## config.mk

```make
export PLATFORM = sky130hd
export DESIGN_NAME = flux_burst_scheduler
export DESIGN_NICKNAME = d
export VERILOG_FILES = /design/src/rtl/flux_burst_scheduler.sv
export SDC_FILE = /design/constraint.sdc
export NUM_CORES = 1
export LEC_CHECK = 0
export ABC_AREA = 0
export BUFFER_PORTS_ARGS = -buffer_cell sky130_fd_sc_hd__buf_2
export CORE_MARGIN = 4
export CORE_UTILIZATION = 52
export CTS_CLUSTER_DIAMETER = 80
export DETAILED_ROUTE_END_ITERATION = 12
export PLACE_DENSITY = 0.93
export SYNTH_ARGS = -nofsm -noshare
export SYNTH_HDL_FRONTEND = slang
export SYNTH_SLANG_ARGS = --single-unit
```

## constraint.sdc

```tcl
create_clock -name clk -period 3.2 [get_ports clk]
set_input_delay 0.32 -clock clk [delete_from_list [all_inputs] [get_ports clk]]
set_output_delay 0.32 -clock clk [all_outputs]
set_load 0.05 [all_outputs]
```

## src/rtl/flux_burst_scheduler.sv

```systemverilog
// flux_burst_scheduler
//   Round-robin, burst-locking scheduler that shares one tagged downstream
//   lane between FLUX upstream streams. Each burst is a length header
//   (low LEN_WIDTH bits = payload count L) followed by L payload tokens.
//   Once a flux wins arbitration its whole burst is forwarded without
//   interruption. Every token goes out as {tag, data}. The output is
//   registered: 1 token/cycle throughput and 1-cycle latency.
//
// Ports
//   clk, rst   : clock, asynchronous active-high reset
//   src_empty  : per-flux source FIFO empty
//   src_dout   : per-flux source data, flux i at [i*DATA_WIDTH +: DATA_WIDTH]
//   src_read   : per-flux read strobe (combinational, one-hot or zero)
//   dst_full   : downstream FIFO full
//   dst_write  : downstream write strobe
//   dst_din    : {tag, data} to downstream
//   busy       : locked mid-burst
//   cur_tag    : flux currently or last granted
module flux_burst_scheduler #(
  parameter int unsigned FLUX       = 2,
  parameter int unsigned DATA_WIDTH = 16,
  parameter int unsigned LEN_WIDTH  = 7,
  localparam int unsigned TAG_WIDTH = $clog2(FLUX)
) (
  input  logic                            clk,
  input  logic                            rst,
  input  logic [FLUX-1:0]                 src_empty,
  input  logic [FLUX*DATA_WIDTH-1:0]      src_dout,
  output logic [FLUX-1:0]                 src_read,
  input  logic                            dst_full,
  output logic                            dst_write,
  output logic [TAG_WIDTH+DATA_WIDTH-1:0] dst_din,
  output logic                            busy,
  output logic [TAG_WIDTH-1:0]            cur_tag
);

  localparam logic [0:0] S_IDLE  = 1'b0;
  localparam logic [0:0] S_BURST = 1'b1;

  logic [0:0]                      r_state;
  logic                            r_out_valid;
  logic [TAG_WIDTH+DATA_WIDTH-1:0] r_dout;
  logic [LEN_WIDTH-1:0]            r_remaining;
  logic [TAG_WIDTH-1:0]            r_rr_ptr;
  logic [TAG_WIDTH-1:0]            r_cur_tag;

  logic [DATA_WIDTH-1:0] w_src [FLUX];
  logic                  w_cand_valid;
  logic [TAG_WIDTH-1:0]  w_cand;
  logic [TAG_WIDTH-1:0]  w_idx;
  logic                  w_accept;
  logic [TAG_WIDTH-1:0]  w_sel;
  logic                  w_sel_ok;
  logic                  w_read;
  logic [DATA_WIDTH-1:0] w_data;
  logic [LEN_WIDTH-1:0]  w_len;

  always_comb begin
    for (int unsigned f = 0; f < FLUX; f++) begin
      w_src[f] = src_dout[f*DATA_WIDTH +: DATA_WIDTH];
    end
  end

  // Round-robin search starting just after the last granted flux; the
  // modulo keeps the wrap correct for FLUX values that are not 2^n.
  always_comb begin
    w_cand_valid = 1'b0;
    w_cand       = '0;
    w_idx        = '0;
    for (int unsigned k = 1; k <= FLUX; k++) begin
      w_idx = TAG_WIDTH'((32'(r_rr_ptr) + k) % FLUX);
      if (!w_cand_valid && !src_empty[w_idx]) begin
        w_cand_valid = 1'b1;
        w_cand       = w_idx;
      end
    end
  end

  // Output slot can take a new token when empty or being drained this cycle.
  assign w_accept = !r_out_valid || !dst_full;

  // While locked only the owning flux is eligible.
  assign w_sel    = (r_state == S_BURST) ? r_cur_tag : w_cand;
  assign w_sel_ok = (r_state == S_BURST) ? !src_empty[r_cur_tag] : w_cand_valid;
  assign w_read   = w_sel_ok && w_accept;
  assign w_data   = w_src[w_sel];
  assign w_len    = w_data[LEN_WIDTH-1:0];

  assign src_read  = w_read ? ({{(FLUX-1){1'b0}}, 1'b1} << w_sel) : '0;
  assign dst_write = r_out_valid;
  assign dst_din   = r_dout;
  assign busy      = (r_state == S_BURST);
  assign cur_tag   = r_cur_tag;

  always_ff @(posedge clk or posedge rst) begin
    if (rst) begin
      r_state     <= S_IDLE;
      r_out_valid <= 1'b0;
      r_dout      <= '0;
      r_remaining <= '0;
      r_rr_ptr    <= TAG_WIDTH'(FLUX - 1);
      r_cur_tag   <= '0;
    end else begin
      if (w_read) begin
        r_out_valid <= 1'b1;
        r_dout      <= {w_sel, w_data};
      end else if (!dst_full) begin
        r_out_valid <= 1'b0;
      end

      if (w_read) begin
        if (r_state == S_IDLE) begin
          r_cur_tag <= w_sel;
          if (w_len == '0) begin
            r_rr_ptr <= w_sel;
          end else begin
            r_remaining <= w_len;
            r_state     <= S_BURST;
          end
        end else begin
          r_remaining <= r_remaining - LEN_WIDTH'(1);
          if (r_remaining == LEN_WIDTH'(1)) begin
            r_state  <= S_IDLE;
            r_rr_ptr <= r_cur_tag;
          end
        end
      end
    end
  end

endmodule

```

==> flow_summary.yaml <==
hold_path:
  hold_path.class: "input pin to asynchronous set/reset pin"
power:
  fin_total_pwr_mw: 2.07
  switching_share: 0.544
  p_int_mw: 0.945
  seqPwrFrac: 0.325
  vdd_drop_max_uv: 463
  p_comb_frac: 0.600
  clock_power_share: 0.074
  p_leak_nw: 0.978
  p_sw_mw: 1.13
  p_per_area_nw_per_um2: 1110
final_layout:
  drive_above_1_share: 0.338
  antenna_cells: 0
  finish.net_count: 259
  area_delta_synth_final_pct: 20.1
route:
  firstDrtPassIters: 4
  drt-vias-per-instance: 5.69
  initialDrtViolationCount: 61
  ant_nets: 0
  wl_per_cell_um: 14.8
  drc: 0
  finalWirelength_um: 3710
  vias: 1423
grt:
  antenna_found_initial: 0
  grt_pass1_vias: 1389
  grt_max_degree: 29
  grt_pass1_wl_um: 6200
  grt_usage: 0.196
  gr-usage-met2: 0.333
  grt_util_met1: 0.243
  top_usage_layer: "met2"
  use_met3: 0.0396
  grt_overflow_total: 0
floorplanning:
  std_cell_rows: 19
  initial_core_util: 0.554
  boundaryPins: 59
  die_w_um: 62.7
  dieArea_um2: 3930
  fp.dieH_um: 62.7
  core_area_um2: 2810
placed_design:
  port_buffers: 58
  gp_congestion: 0.893
  detailed_place_hpwl_um: 2930
synth:
  muxShareOfSynthArea: 0.148
  synth_cells: 165
  yosysMostFrequentCell: "dfrtp_1"
  synth_top_area_frac: 0.434
  ys_seq_area_frac: 0.451
  synth-edff-count: 0
  synth_compound_area_frac: 0.158
  synth_top_family_by_area: "simple AND/OR/NAND/NOR gates"
  yosys.area.top_type: "dfrtp_1"
  ys_ff_latch: 28
  synthSimpleGateAreaFrac: 0.177
  syn_area_per_cell_um2: 9.43
  synth-main-ff-cell: "dfrtp_1"
  yosys.area_share.adder: 0.0161
  synth_common_cells: "27 x dfrtp_1, 25 x nand2_1, 17 x mux2i_1"
  synthArstFlopShare: 1.00
  synth_xor_area_frac: 0
  yosys_warnings: 0
  ys_types: 38
  synthTopCellsByArea: "dfrtp_1 43%, mux2i_1 11%, nand2_1 6.0%, o21ai_0 4.5%, o21ai_1 3.5%"
  synthesis.area_um2: 1560
  synth_nets: 204
timing:
  hold_viol: 0
  rsz0062_at_grt: "no"
  finalSetupViolations: 0
  min_period_ns: 2.70
  timing.fmax_mhz: 371
  tightest_slew_ns: 1.03
  maxSlewViolCount: 0
  finalCritPeriodShare: 0.842
  fin_skew_ns: 0.00240
  slew_headroom: 0.312
  setup_tns_ns: 0
  whs_ns: 0.205
clock_network:
  cts.path.max_buffers: 2
  clk_pin_slew_worst_paths_ns: 0.15
  h-tree-depth: 1
  clock-sinks: 28
  cts_buffers: 3
  cts_hold_buffers: 0
  cts_tree: "yes"
  clkLatencyLatePin_ns: 0.33
  post_cts_buffers: 0
  cts_root_buf: "clkbuf_4"
  ctsResizeCount: 0
setup_path:
  endpoint_kind: "output pin"
  cp.arrival_ns: 2.38
  r2r_cells: 6
  worstSetupStartpointType: "flop"
  crit_type: "flop to output pin"
  critPathRequiredTime_ns: 2.88
  cp_max_fo: 23
  r2r_slack_ns: 0.61
job:
  cap_violations: 0
status:
  status: "finished clean"
[power groups by stage]
stage | sequential (mW) | clock, mW | combinational, mW
3_3_place_gp | 0.666 | 0 | 1.22
3_5_place_dp | 0.677 | 0 | 1.25
4_1_cts | 0.668 | 0.157 | 1.25
2_1_floorplan | 1.06 | 0 | 0.600
5_1_grt | 0.696 | 0.170 | 1.34
6_report | 0.673 | 0.154 | 1.24
[layer usage]
layer | routed length, um | up-vias
met4 | 86 | 0
met1 | 1550 | 650
met2 | 1790 | 69
met5 | 0 | -
li1 | - | 691
met3 | 281 | 13
[per-stage QoR]
step | std cells | utilization | instance area (um^2) | worst slack, ns
floorplan | 165 | - | 1560 | 0.765
global placement | 246 | 0.657 | 1840 | 0.823
detailed placement | 246 | 0.657 | 1840 | 0.680
CTS | 250 | 0.666 | 1870 | 0.545
global route | 250 | 0.666 | 1870 | 0.343
finish | 250 | 0.666 | 1870 | 0.504
[worst max-delay path: stages, from the launching register on]
cell and delay, ns:
dfrtp_1 0.66, nor2b_1 0.26, o21ai_1 0.20, nand3_1 0.42
nor2_1 0.21, buf_2 0.28
[path summary, 6_finish.rpt]
path	end	start
worst max-delay path	src_read[1]	busy
worst min-delay path	dst_din[8]	rst
worst max register to register	r_remaining[4]	busy
worst min register to register	dst_din[13]	dst_din[13]
max in group asynchronous	dst_din[7]	rst
min in group clk	dst_write	dst_full
[layout by cell type, fill, tap and decap left out, types with 2 or more instances in the layout]
| cell | Yosys | layout |
|---|---|---|
| nand3_1 | 7 | 7 |
| nor3_2 | 2 | 2 |
| nand2_1 | 25 | 25 |
| o21ai_0 | 14 | 14 |
| buf_2 | 1 | 58 |
| a21oi_1 | 9 | 9 |
| or4_1 | 2 | 2 |
| mux2_2 | 3 | 3 |
| nor3_1 | 2 | 2 |
| nor2_1 | 9 | 9 |
| mux2i_1 | 17 | 17 |
| dfrtp_1 | 27 | 27 |
| buf_4 | 3 | 2 |
| inv_1 | 5 | 5 |
| ha_1 | 2 | 2 |
| o21a_1 | 2 | 2 |
| clkbuf_4 | 0 | 3 |
| o21ai_1 | 11 | 11 |
[area by class of cell]
cell class / instances / area [um^2]
fill: 211 / 937
multi-input combinational: 122 / 777
sequential: 28 / 702
timing repair buffer: 60 / 305
tap: 31 / 38.8
clock buffer: 4 / 26.3
inverter: 5 / 18.8
[flip-flops by register name, indices dropped and copies added, names as in the netlist]
name and count:
dst_din 17, r_remaining 7, busy 1, cur_tag 1
dst_write 1, r_rr_ptr 1
[kinds of logic (layout without fill, tap and decap cells)]
| kind of cell | count (synthesis) | in the layout |
|---|---|---|
| buf+inv | 15 | 69 |
| mux | 22 | 22 |
| simple gates | 56 | 56 |
| fa+ha+maj | 2 | 2 |
| compound gates | 42 | 42 |
| flops | 28 | 28 |
Power figures use the tool's default switching activity.
